**src/rtl/trace_pkg.sv**
```systemverilog
// Shared types for the retire trace checker: golden record layout, FSM states, end marker.
// Record layout (MSB..LSB): pc[101:70], instr[69:38], wen[37], waddr[36:32], wdata[31:0].
// The packed struct and the bit offsets describe the same layout; keep them in step.
package trace_pkg;

  localparam int REC_W     = 102;
  localparam int WDATA_LSB = 0;
  localparam int WADDR_LSB = 32;
  localparam int WEN_BIT   = 37;
  localparam int INSTR_LSB = 38;
  localparam int PC_LSB    = 70;

  localparam logic [31:0] END_INSTR_DEFAULT = 32'h0000000d;

  typedef enum logic [2:0] {
    ST_IDLE,
    ST_FETCH,
    ST_WAIT,
    ST_RUN,
    ST_DONE,
    ST_FAIL
  } state_e;

  typedef struct packed {
    logic [31:0] pc;
    logic [31:0] instr;
    logic        wen;
    logic [4:0]  waddr;
    logic [31:0] wdata;
  } rec_t;

  // A retire matches its golden record when pc, instr and wen agree; the
  // destination and data only matter for a real write (r0 is hardwired zero).
  function automatic logic rec_match(input rec_t exp_rec, input rec_t act_rec);
    logic m;
    m = (exp_rec.pc == act_rec.pc) && (exp_rec.instr == act_rec.instr) &&
        (exp_rec.wen == act_rec.wen);
    if (exp_rec.wen && (exp_rec.waddr != 5'd0)) begin
      m = m && (exp_rec.waddr == act_rec.waddr) && (exp_rec.wdata == act_rec.wdata);
    end
    return m;
  endfunction

endpackage

```
**src/rtl/retire_fifo.sv**
```systemverilog
// Synchronous DEPTH x W FIFO buffering retire events ahead of the comparator.
// Latency: a pushed entry is visible on dout_o the cycle after the push.
// Backpressure: push is ignored while full (even with a same-cycle pop); flush empties it.
module retire_fifo
  import trace_pkg::*;
#(
  parameter int DEPTH = 4,
  parameter int W     = REC_W
) (
  input  logic         clk,
  input  logic         rst,
  input  logic         flush_i,
  input  logic         push_i,
  input  logic [W-1:0] din_i,
  input  logic         pop_i,
  output logic [W-1:0] dout_o,
  output logic         full_o,
  output logic         empty_o
);

  localparam int PW = (DEPTH > 1) ? $clog2(DEPTH) : 1;

  logic [W-1:0]  mem_q [DEPTH];
  logic [PW-1:0] wr_ptr_q, rd_ptr_q;
  logic [PW:0]   cnt_q;
  logic          do_push, do_pop;

  assign full_o  = (cnt_q == (PW+1)'(DEPTH));
  assign empty_o = (cnt_q == '0);
  assign do_push = push_i && !full_o;
  assign do_pop  = pop_i && !empty_o;
  assign dout_o  = mem_q[rd_ptr_q];

  // Pointer and occupancy tracking; pointers wrap naturally because DEPTH is a power of two.
  always_ff @(posedge clk) begin
    if (rst || flush_i) begin
      wr_ptr_q <= '0;
      rd_ptr_q <= '0;
      cnt_q    <= '0;
    end else begin
      if (do_push) wr_ptr_q <= wr_ptr_q + 1'b1;
      if (do_pop)  rd_ptr_q <= rd_ptr_q + 1'b1;
      cnt_q <= cnt_q + {{PW{1'b0}}, do_push} - {{PW{1'b0}}, do_pop};
    end
  end

  // Storage array; contents need no reset since occupancy gates every read.
  always_ff @(posedge clk) begin
    if (do_push && !rst && !flush_i) mem_q[wr_ptr_q] <= din_i;
  end

endmodule

```
**config.mk**
```make
export PLATFORM = sky130hd
export DESIGN_NAME = retire_fifo
export DESIGN_NICKNAME = d
export VERILOG_FILES = /design/src/rtl/trace_pkg.sv /design/src/rtl/retire_fifo.sv
export SDC_FILE = /design/constraint.sdc
export NUM_CORES = 1
export LEC_CHECK = 0
export ABC_AREA = 1
export CAP_MARGIN = 25
export CORE_MARGIN = 2
export CORE_UTILIZATION = 65
export DETAILED_ROUTE_END_ITERATION = 10
export DONT_BUFFER_PORTS = 1
export GPL_ROUTABILITY_DRIVEN = 0
export HOLD_SLACK_MARGIN = 0.03
export PLACE_DENSITY = 0.81
export SKIP_CTS_REPAIR_TIMING = 1
export SYNTH_ARGS = -nofsm -noshare
export SYNTH_HDL_FRONTEND = slang
export SYNTH_SLANG_ARGS = --single-unit
```
**constraint.sdc**
```tcl
create_clock -name clk -period 9.12 [get_ports clk]
set_clock_uncertainty 0.1 [all_clocks]
set_input_delay 0.456 -clock clk [delete_from_list [all_inputs] [get_ports clk]]
set_output_delay 0.456 -clock clk [all_outputs]
set_load 0.01 [all_outputs]
```
## Word-level counts from Yosys, hierarchy flattened

Memory sizes are Yosys's and may differ from the RTL's. A register that Yosys moved wholly into a read port is not among the register bits.
Index checks and enable logic that the tools add are counted.

| storage, ports and cells | value |
|---|---|
| memory bits (writable) | 408 |
| output and inout port bits | 104 |
| register bits after elaboration | 7 |
| bits in latches | 0 |
| ROM bits | 0 |
| word-level logic and storage cells | 23 |
| input bits | 107 |
| memories kept | 1 |

Memories:

| name | words | bits a word | rd ports | clocked after memory_dff | wr ports | RTL line | RTL |
|---|---|---|---|---|---|---|---|
| mem_q | 4 | 102 | 1 | 1 | 1 | retire_fifo.sv:23 | `logic [W-1:0] mem_q [DEPTH];` |

| cells by class | value |
|---|---|
| shifts and indexed selects | 0 |
| reductions and logical operators | 10 |
| bitwise gates (word level) | 0 |
| $lt $le $gt $ge | 0 |
| add/subtract/negate cells | 4 |
| multiply operators | 0 |
| equal/unequal tests | 1 |
| multiplexer cells | 4 |
| div/mod/pow operators | 0 |

Operator list:

| operator | count |
|---|---|
| adder 2 x 1 -> 2 bit, second input constant | 2 |
| logical AND 1 bit | 4 |
| logical NOT 1 bit | 4 |
| 2-to-1 mux 2 bit | 2 |
| adder 3 x 1 -> 3 bit | 1 |
| == test 3 bit, second input constant | 1 |
| logical NOT 3 bit | 1 |
| subtractor 3 x 1 -> 3 bit | 1 |
| 2-to-1 mux 1 bit | 2 |
| logical OR 1 bit | 1 |

## Depth between registers and ports, before layout

| logic depth | value |
|---|---|
| word-level depth | 7 |
| gate-level depth with buffers | 11 |
| depth with buffers taken out | 11 |

## Worst setup path before layout

OpenSTA, ideal clock, no wires.

| path | value |
|---|---|
| path type | input-to-reg |
| start | input rst |
| end | memory mem_q[0][0] in the netlist's numbering, enable pin |
| setup slack | 3.277 ns |
| path buffers | 0 |
| library setup time | 0.564 ns |
| required time | 8.456 ns |
| stages on the path | 3 |
| data arrival time | 5.179 ns |
| cell sequence | nor2_1 -> nand3_1 -> nor2_1 |

| on the way | value |
|---|---|
| cells in the longest elaborated chain, start to end | 5 |

RTL lines:

| item | RTL line | RTL |
|---|---|---|
| start: declaration | retire_fifo.sv:11 | `input logic rst,` |
| logical NOT 1 bit | retire_fifo.sv:49 | `if (do_push && !rst && !flush_i) mem_q[wr_ptr_q] <= din_i;` |
| logical AND 1 bit (2 in series) | retire_fifo.sv:49 |  |
| 2-to-1 mux 1 bit | retire_fifo.sv:49 |  |
| 2-to-1 mux 1 bit (implied by the code) | retire_fifo.sv:49 |  |
| end: declaration | retire_fifo.sv:23 |  |

Every way passes these cells.

==> reports/metrics.cfg <==
[outcome]
status = finished, final reports clean

[die]
die_x_um = 159
dieHeight_um = 159
initial_core_util = 0.663
core_area_sq_um = 23500
design.die.area_sq_um = 25200
num_rows = 56
io_pins = 211

[detailed_routing]
ant_nets = 0
postRouteWirelength_mm = 32.2
initialDrtViolationCount = 882
post_drt_wl_per_cell_um = 21.5
firstDrtPassIters = 6
vias_per_cell = 6.16
drt_drc_violations_left = 0
vias = 9229

[placed_design]
dpl.hpwl_mm = 15.5
io_buffers = 0

[worst_setup_path]
path_buf_inv = 3
crit_slowest_cell = buf_4
path_cells = inv_6 > buf_4 > buf_16 > o21ai_1 > o22ai_1
start_kind = flip-flop
slowest_delay_ns = 0.63
critPathKind = reg2out
required_ns = 8.56
crit_family = buffers and inverters
critPathCaptureType = output pin
cp_max_fo = 91
crit_arrival_ns = 3.07

[pwr]
power.density_nw_per_um2 = 213
p_sw_frac = 0.197
pwr-share-comb = 0.041
seq_power_share = 0.556
p_leak_nw = 5.93
total_power_w = 0.00384
p_int_w = 0.00309
pwr-share-clk = 0.402
switching_power_w = 0.000756
ir_drop_uv = 187

[flow_run]
drv_cap = 0

[sta]
clock.fmax_mhz = 276
maxSlewViolCount = 0
period_share = 0.397
maxSlewHeadroom = 0.339
tightestPinTransition_ns = 0.991
hold_viol = 0
rsz0062_at_grt = no
tns_ns = 0
setup_violations = 0
layout_min_cycle_time_ns = 3.62

[cells_and_area]
layout_commonest_cell = edfxtp_1
nNetsFinal = 1265
most-common-layout-cells = 408 x edfxtp_1, 215 x nor2_1, 144 x o21ai_0
layout-drive-gt1-share = 0.0628
syn2layout_area_growth_pct = 15.9

[global_route]
overflow = 0
grt_pass1_vias = 8450
grt_pass1_wl_mm = 45.1
antenna_found_initial = 1
grt_start_max_net_pins = 102
track_usage = 0.230

[cts]
cts_root_buf = clkbuf_16
tritoncts = yes
insertion_delay_ns = 0.52
clock_sinks = 417
path_clk_slew_ns = 0.06
cts_max_level = 2
numCtsBuffers = 40
clockBufferDepth = 3

[yosys]
yosysSeqAreaShare = 0.799
synth_cells = 1057
avgSynthCellArea_sq_um = 14.7
ys_warn_count = 0
syn-num-nets = 1171
synth.distinct_cells = 17
synth_area_sq_um = 15600
ys_ff_latch = 417

[min_path]
hold_path_class = in2reg

-- final cells by class --
class | instances | area (sq um)
multi-input cells | 554 | 2700
flip-flops and latches | 417 | 12400
diodes | 2 | 5.00
inverters | 20 | 80.1
clock inverters | 14 | 115
clock buffers | 55 | 1110
fillers | 1258 | 5440
well taps | 319 | 399
repair buffers | 118 | 1180
-- state kept, by name, indices dropped and copies added, names as in the netlist, named ones only --
name      count
cnt_q         3
mem_q       408
rd_ptr_q      2
wr_ptr_q      2
-- cell usage after synthesis --
cell,n,area (sq um)
inv_4,1,6.26
inv_1,19,71.3
a21oi_1,5,25.0
dfxtp_1,9,180
o21ai_0,144,721
buf_6,14,158
nor2_1,219,822
o21ai_1,60,300
buf_2,19,95.1
nand3_1,5,25.0
edfxtp_1,408,12300
clkbuf_1,30,113
fa_1,1,20.0
o22ai_1,102,638
clkbuf_2,3,15.0
nand2_1,12,45.0
ha_1,6,75.1
-- routing by layer --
metal	GRT usage	share of wire
met5	0	0
met2	0.371	0.50
met4	0.0884	0.032
met1	0.283	0.37
met3	0.0896	0.095
-- power groups by stage --
stage / Clock (W) / Combinational (W) / Sequential [W]
floorplan: 0 / 0.0000823 / 0.00218
global placement: 0 / 0.0000983 / 0.00218
detailed placement: 0 / 0.000102 / 0.00218
CTS: 0.00155 / 0.000102 / 0.00214
global route: 0.00163 / 0.000173 / 0.00214
finish: 0.00155 / 0.000159 / 0.00214
-- metrics by stage --
stage | utilization | cell area (sq um) | hold slack, ns | cells | setup WS [ns]
final | 0.768 | 18000 | 0.0185 | 1499 | 5.50
after global routing | 0.768 | 18000 | 0.0373 | 1498 | 5.30
after CTS | 0.723 | 17000 | -0.0880 | 1393 | 5.49
after detailed placement | 0.671 | 15700 | 0.375 | 1324 | 5.71
after global placement | 0.670 | 15700 | 0.368 | 1323 | 5.78
after floorplan | - | 15600 | 0.348 | 1057 | 3.28
-- path summary, 6_finish.rpt --
check | cells after the start | startpoint | end | slack [ns]
worst max-delay path | 5 | flip-flop | dout_o[30] | 5.50
worst max register to register | 6 | cnt_q[1] | mem_q[0][21] | 5.94
worst min-delay path | 2 | pop_i | rd_ptr_q[0] | 0.02
worst min register to register | 2 | rd_ptr_q[0] | rd_ptr_q[0] | 0.41
-- cells by family after synthesis --
kind of cell,share of synthesized area
AOI/OAI and AO/OA,0.108
adders and majority gates,0.00611
buffers and inverters,0.0294
DFF,0.799
and+or+nand+nor,0.0573
Note: power is estimated with default switching activity, not from simulation.
